### config.mk
export PLATFORM = sky130hd
export DESIGN_NAME = read_response_bridge
export DESIGN_NICKNAME = d
export VERILOG_FILES = /design/src/rtl/read_response_bridge.sv
export SDC_FILE = /design/constraint.sdc
export NUM_CORES = 1
export LEC_CHECK = 0
export ABC_AREA = 1
export CORE_AREA = 10 10 485 487
export DETAILED_ROUTE_END_ITERATION = 12
export DIE_AREA = 0 0 495 497
export PLACE_DENSITY = 0.34
export SYNTH_ARGS = -nofsm -noshare
export SYNTH_HDL_FRONTEND = slang
export SYNTH_SLANG_ARGS = --single-unit
### constraint.sdc
create_clock -name clk -period 11 [get_ports clk]
set_input_delay 1.65 -clock clk [delete_from_list [all_inputs] [get_ports clk]]
set_output_delay 1.65 -clock clk [all_outputs]
set_load 0.01 [all_outputs]
### src/rtl/read_response_bridge.sv
// Pipelined Avalon-MM read bridge: registered command path with a two-entry
// skid (output register + skid register), registered return path, and an
// outstanding-beat counter that backpressures the master at the limit.
module read_response_bridge #(
  parameter int unsigned ADDRESS_WIDTH = 48,
  parameter int unsigned DATA_WIDTH    = 512,
  parameter int unsigned BURST_WIDTH   = 3,
  parameter int unsigned PENDING_WIDTH = 7
) (
  input  logic                     clk,
  input  logic                     reset,
  // Upstream (master-facing) side
  input  logic [ADDRESS_WIDTH-1:0] s_address,
  input  logic                     s_read,
  input  logic [DATA_WIDTH/8-1:0]  s_byteenable,
  input  logic [BURST_WIDTH-1:0]   s_burst,
  output logic                     s_waitrequest,
  output logic [DATA_WIDTH-1:0]    s_readdata,
  output logic                     s_readdatavalid,
  output logic [1:0]               s_response,
  // Downstream (slave-facing) side
  output logic [ADDRESS_WIDTH-1:0] m_address,
  output logic                     m_read,
  output logic [DATA_WIDTH/8-1:0]  m_byteenable,
  output logic [BURST_WIDTH-1:0]   m_burst,
  input  logic                     m_waitrequest,
  input  logic [DATA_WIDTH-1:0]    m_readdata,
  input  logic                     m_readdatavalid,
  input  logic [1:0]               m_response,
  output logic                     err_underflow
);

  localparam int unsigned Limit     = 2 ** (PENDING_WIDTH - 1);
  localparam int unsigned MaxBurst  = 2 ** (BURST_WIDTH - 1);
  localparam int unsigned Threshold = Limit - MaxBurst;

  logic                     skid_valid;
  logic [ADDRESS_WIDTH-1:0] skid_address;
  logic [DATA_WIDTH/8-1:0]  skid_byteenable;
  logic [BURST_WIDTH-1:0]   skid_burst;
  logic [PENDING_WIDTH-1:0] pending;
  logic [PENDING_WIDTH-1:0] pending_next;
  logic                     accept;
  logic                     out_free;
  logic                     underflow;

  // Backpressure depends on flops and reset only, never on m_waitrequest, so the
  // skid register absorbs the single command accepted while the output stalls.
  assign s_waitrequest = reset | skid_valid | (pending > PENDING_WIDTH'(Threshold));
  assign accept        = s_read & ~s_waitrequest;
  assign out_free      = ~m_read | ~m_waitrequest;
  assign underflow     = m_readdatavalid & (pending == '0);

  // Outstanding-beat count: add the accepted burst, retire one beat per return.
  always_comb begin
    pending_next = pending;
    if (accept) begin
      pending_next = pending_next + PENDING_WIDTH'(s_burst);
    end
    if (m_readdatavalid && !underflow) begin
      pending_next = pending_next - PENDING_WIDTH'(1);
    end
  end

  // Control state: command valids, pending counter, return valid and error flag.
  always_ff @(posedge clk) begin
    if (reset) begin
      m_read          <= 1'b0;
      skid_valid      <= 1'b0;
      pending         <= '0;
      s_readdatavalid <= 1'b0;
      s_response      <= 2'b00;
      err_underflow   <= 1'b0;
    end else begin
      if (out_free) begin
        if (skid_valid) begin
          m_read     <= 1'b1;
          skid_valid <= 1'b0;
        end else begin
          m_read <= accept;
        end
      end
      // accept implies the skid is empty, so it never overwrites a held entry.
      if (accept && !out_free) begin
        skid_valid <= 1'b1;
      end
      pending         <= pending_next;
      s_readdatavalid <= m_readdatavalid;
      s_response      <= m_response;
      if (underflow) begin
        err_underflow <= 1'b1;
      end
    end
  end

  // Command and read-data payload registers; intentionally not reset.
  always_ff @(posedge clk) begin
    if (out_free) begin
      if (skid_valid) begin
        m_address    <= skid_address;
        m_byteenable <= skid_byteenable;
        m_burst      <= skid_burst;
      end else if (accept) begin
        m_address    <= s_address;
        m_byteenable <= s_byteenable;
        m_burst      <= s_burst;
      end
    end
    if (accept && !out_free) begin
      skid_address    <= s_address;
      skid_byteenable <= s_byteenable;
      skid_burst      <= s_burst;
    end
    s_readdata <= m_readdata;
  end

endmodule

==> summary.md <==
| Metric | Value |
|---|---|
| Synth async-reset ratio | 0% |
| WHS Path Cells | 2 |
| Global-route usage over all layers | 11.92% |
| FF-to-FF path depth | 7 |
| Die height | about 500 um |
| Most common library cells after synthesis | 525 x dfxtp_1, 390 x nand2_1, 230 x edfxtp_1, 29 x inv_1, 24 x clkbuf_1 |
| CTS hold repair buffers | 0 |
| Crit path kind | primary input to primary output |
| Post_cts resized | 0 |
| Netlist cell types | 25 |
| Wire length per cell | 26.86 um |
| DR vias | about 16000 |
| Site Rows | 175 |
| Number of buffers added for setup after CTS | 0 |
| Grt total ovfl | 0 |
| Post-synth EDFFs | 230 |
| Reg2reg start | skid_valid$_SDFFE_PP0P_ |
| Top cell type's share of synthesized area | 53.92% |
| Setup TNS | 0 ns |
| Via density | ~2.7 |
| Cells after synthesis | 1260 |
| Primary FF master, synth | dfxtp_1 |
| CTS tree | yes |
| Nets | roughly 3300 |
| Setup WS post-layout | 5.875 ns |
| Starting DRC count in detailed routing | 777 |
| Register area share after synthesis | between 80% and 90% |
| Post-Syn Nets | roughly 1900 |
| Drt total wl | roughly 150000 um |
| Fmax | 195.1 MHz |
| Flop-to-flop setup slack | around 7.3 ns |
| Tcrit/Tclk final | between 40% and 50% |
| Endpoint, Worst Hold | err_underflow$_SDFFE_PP0P_ |
| Largest net degree at the start of global routing | ~120 |
| Status | finished, final reports clean |
| Vias in the first global route | 15854 |
| CTS buffer count | approximately 100 |
| Clock Path Buffers | 3 |
| Root Driver | clkbuf_16 |
| DRC viols | 0 |
| Synthesis Warnings | 0 |
| Pre-CTS WS | roughly 5.3 ns |
| H-tree lvl count | 3 |
| Die Area | between 200000 and 250000 um2 |
| Clock Latency Late Sink | around 0.73 ns |
| Core footprint | about 230000 um2 |
| HP Start | err_underflow$_SDFFE_PP0P_ |
| I/O Buffers | around 1300 |
| CTS sink count | 755 |
| #FFs+latches synth | between 700 and 800 |
| Post-route minimum period | about 5.1 ns |
| P&R area growth vs syn | 101.3% |
| Critical Path Fanout Max | 10 |
| Detail Route Antenna Nets | 0 |
| RSZ-0062 raised after global routing | false |
| Starting Density | 8.626% |
| Req. time, crit path | just over 9 ns |
| CP Capture Type | primary output |
| Die W | slightly below 500 um |
| Max-Cap Viols | 0 |
| Final setup violating endpoints | 0 |
| Worst rel slew slack | around 23% |
| Post-Place Cell Area | approximately 36000 um2 |
| Share of cells above drive strength 1 | under 10% |
| P_leak | around 14 nW |
| Largest area contributor in the netlist | dfxtp_1 |
| Drt pass-1 iters | 4 |
| Hold Vio Cnt, Final | 0 |
| Post-DP HPWL | 132500 um |
| Cell area after layout | 39240 um2 |
| Worst slew pin tran | 1.156 ns |
| Final Skew | ~0.024 ns |
| Top cells by area, synth | dfxtp_1 54%, edfxtp_1 35%, nand2_1 7.5% |
| Pwr/cell area | approximately 190 nW/um2 |
| First-pass GRT wire length | 188500 um |
| Dominant cell by count in the synthesized netlist | dfxtp_1 |
| Worst R2R End | m_byteenable[28]$_DFFE_PP_ |
| Post-Syn Area per Cell | ~15 um2 |
| VDD IR max | 0.1093 mV |
| Worst min path class | register to register |
| Number of I/O pins | approximately 1300 |
| Clock-pin slew on the worst setup and hold paths | ~0.050 ns |
| Slew Limit Fails | 0 |
| CP Data Arrival Time | about 3.5 ns |
| GPL Wtd Cong | about 0.85 |
| CP startpoint kind | primary input |
| Mapped Area | 19490 um2 |
| Initial antenna violation count | about 180 |
[how the worst max path moves through the flow]
stage | start | endpoint
final | reset | s_waitrequest
after global routing | reset | s_waitrequest
after CTS | reset | s_waitrequest
after detailed placement | reset | m_byteenable[10]$_DFFE_PP_
after global placement | reset | m_byteenable[11]$_DFFE_PP_
after floorplan | reset | m_address[0]$_DFFE_PP_
[cell families (layout without fill, tap and decap cells)]
logic type                 Yosys count  after routing  synth area share (%)
and+or+nand+nor                    433            433                 8.839
adders and majority gates            5              5                0.3595
buffers and inverters               57           1492                 1.143
xor gates and xnor gates             1              1               0.04494
AOI/OAI and AO/OA                    9              9                0.2568
DFF                                755            755                 89.36
other                                0             26                     0
[flip-flops by register name (all words and copies together), names as in the netlist]
name and flops:
s_readdatavalid 1, m_read 1, skid_burst 3, m_byteenable 64
m_address 48, pending 7, m_burst 3, skid_address 48
s_response 2, skid_byteenable 64, skid_valid 1, s_readdata 512
err_underflow 1
[cell usage in the layout, fill, tap and decap left out, drive strengths merged]
cell           Yosys  final
a21oi              6      6
buf                2      8
bufinv             0      3
clkbuf            24    142
clkdlybuf4s50      0   1266
clkinv             0     33
clkinvlp           0      4
dfxtp            525    525
diode              0     26
edfxtp           230    230
fa                 1      1
ha                 4      4
inv               31     36
nand2            395    395
nand3              7      7
nand3b             1      1
nand4              5      5
nor2              22     22
nor3               3      3
o211ai             1      1
o21a               1      1
o21ai              1      1
xnor2              1      1
[metal layers]
layer  part of all wire (%)  up-vias  global-route usage (%)  wire length (um)
li1                       -     6862                       -                 -
met1                     33     7193                   11.20             50750
met2                     53      945                   22.37             80810
met3                     12      365                   6.596             18170
met4                    2.1      136                   2.580              3283
met5                   0.58        -                       0               894
[critical path, cell delays in order]
cell and delay, ns:
clkdlybuf4s50_1 0.46, buf_4 0.26, nor3_4 0.09, nand2_1 0.16, clkdlybuf4s50_1 0.81
[cell type report]
cell class | instances | area, um2
diodes | 26 | 65.06
clock buffers | 142 | 2801
clock inverters | 45 | 452.9
fillers | 24910 | 186700
inverters | 31 | 118.9
multi-input cells | 448 | 1871
flip-flops and latches | 755 | 17420
well taps | 3009 | 3765
repair buffers | 1274 | 12740
[stage by stage]
step | total power, mW | utilization [%] | std cells | hold WS, ns
after floorplan | 3.451 | - | 1260 | 0.4943
after global placement | 4.220 | 15.90 | 5517 | 0.4601
after detailed placement | 4.217 | 15.90 | 5517 | 0.4661
after CTS | 7.619 | 17.34 | 5704 | 0.4819
after global routing | 7.729 | 17.34 | 5707 | 0.5183
final | 7.391 | 17.36 | 5730 | 0.4760
[power breakdown]
group          internal [mW]  leakage (nW)  switching (mW)
Combinational          0.513          6.34           0.477
Clock                   1.86          1.59            1.41
Sequential              3.06          6.54          0.0690
(Power assumes the default switching activity.)
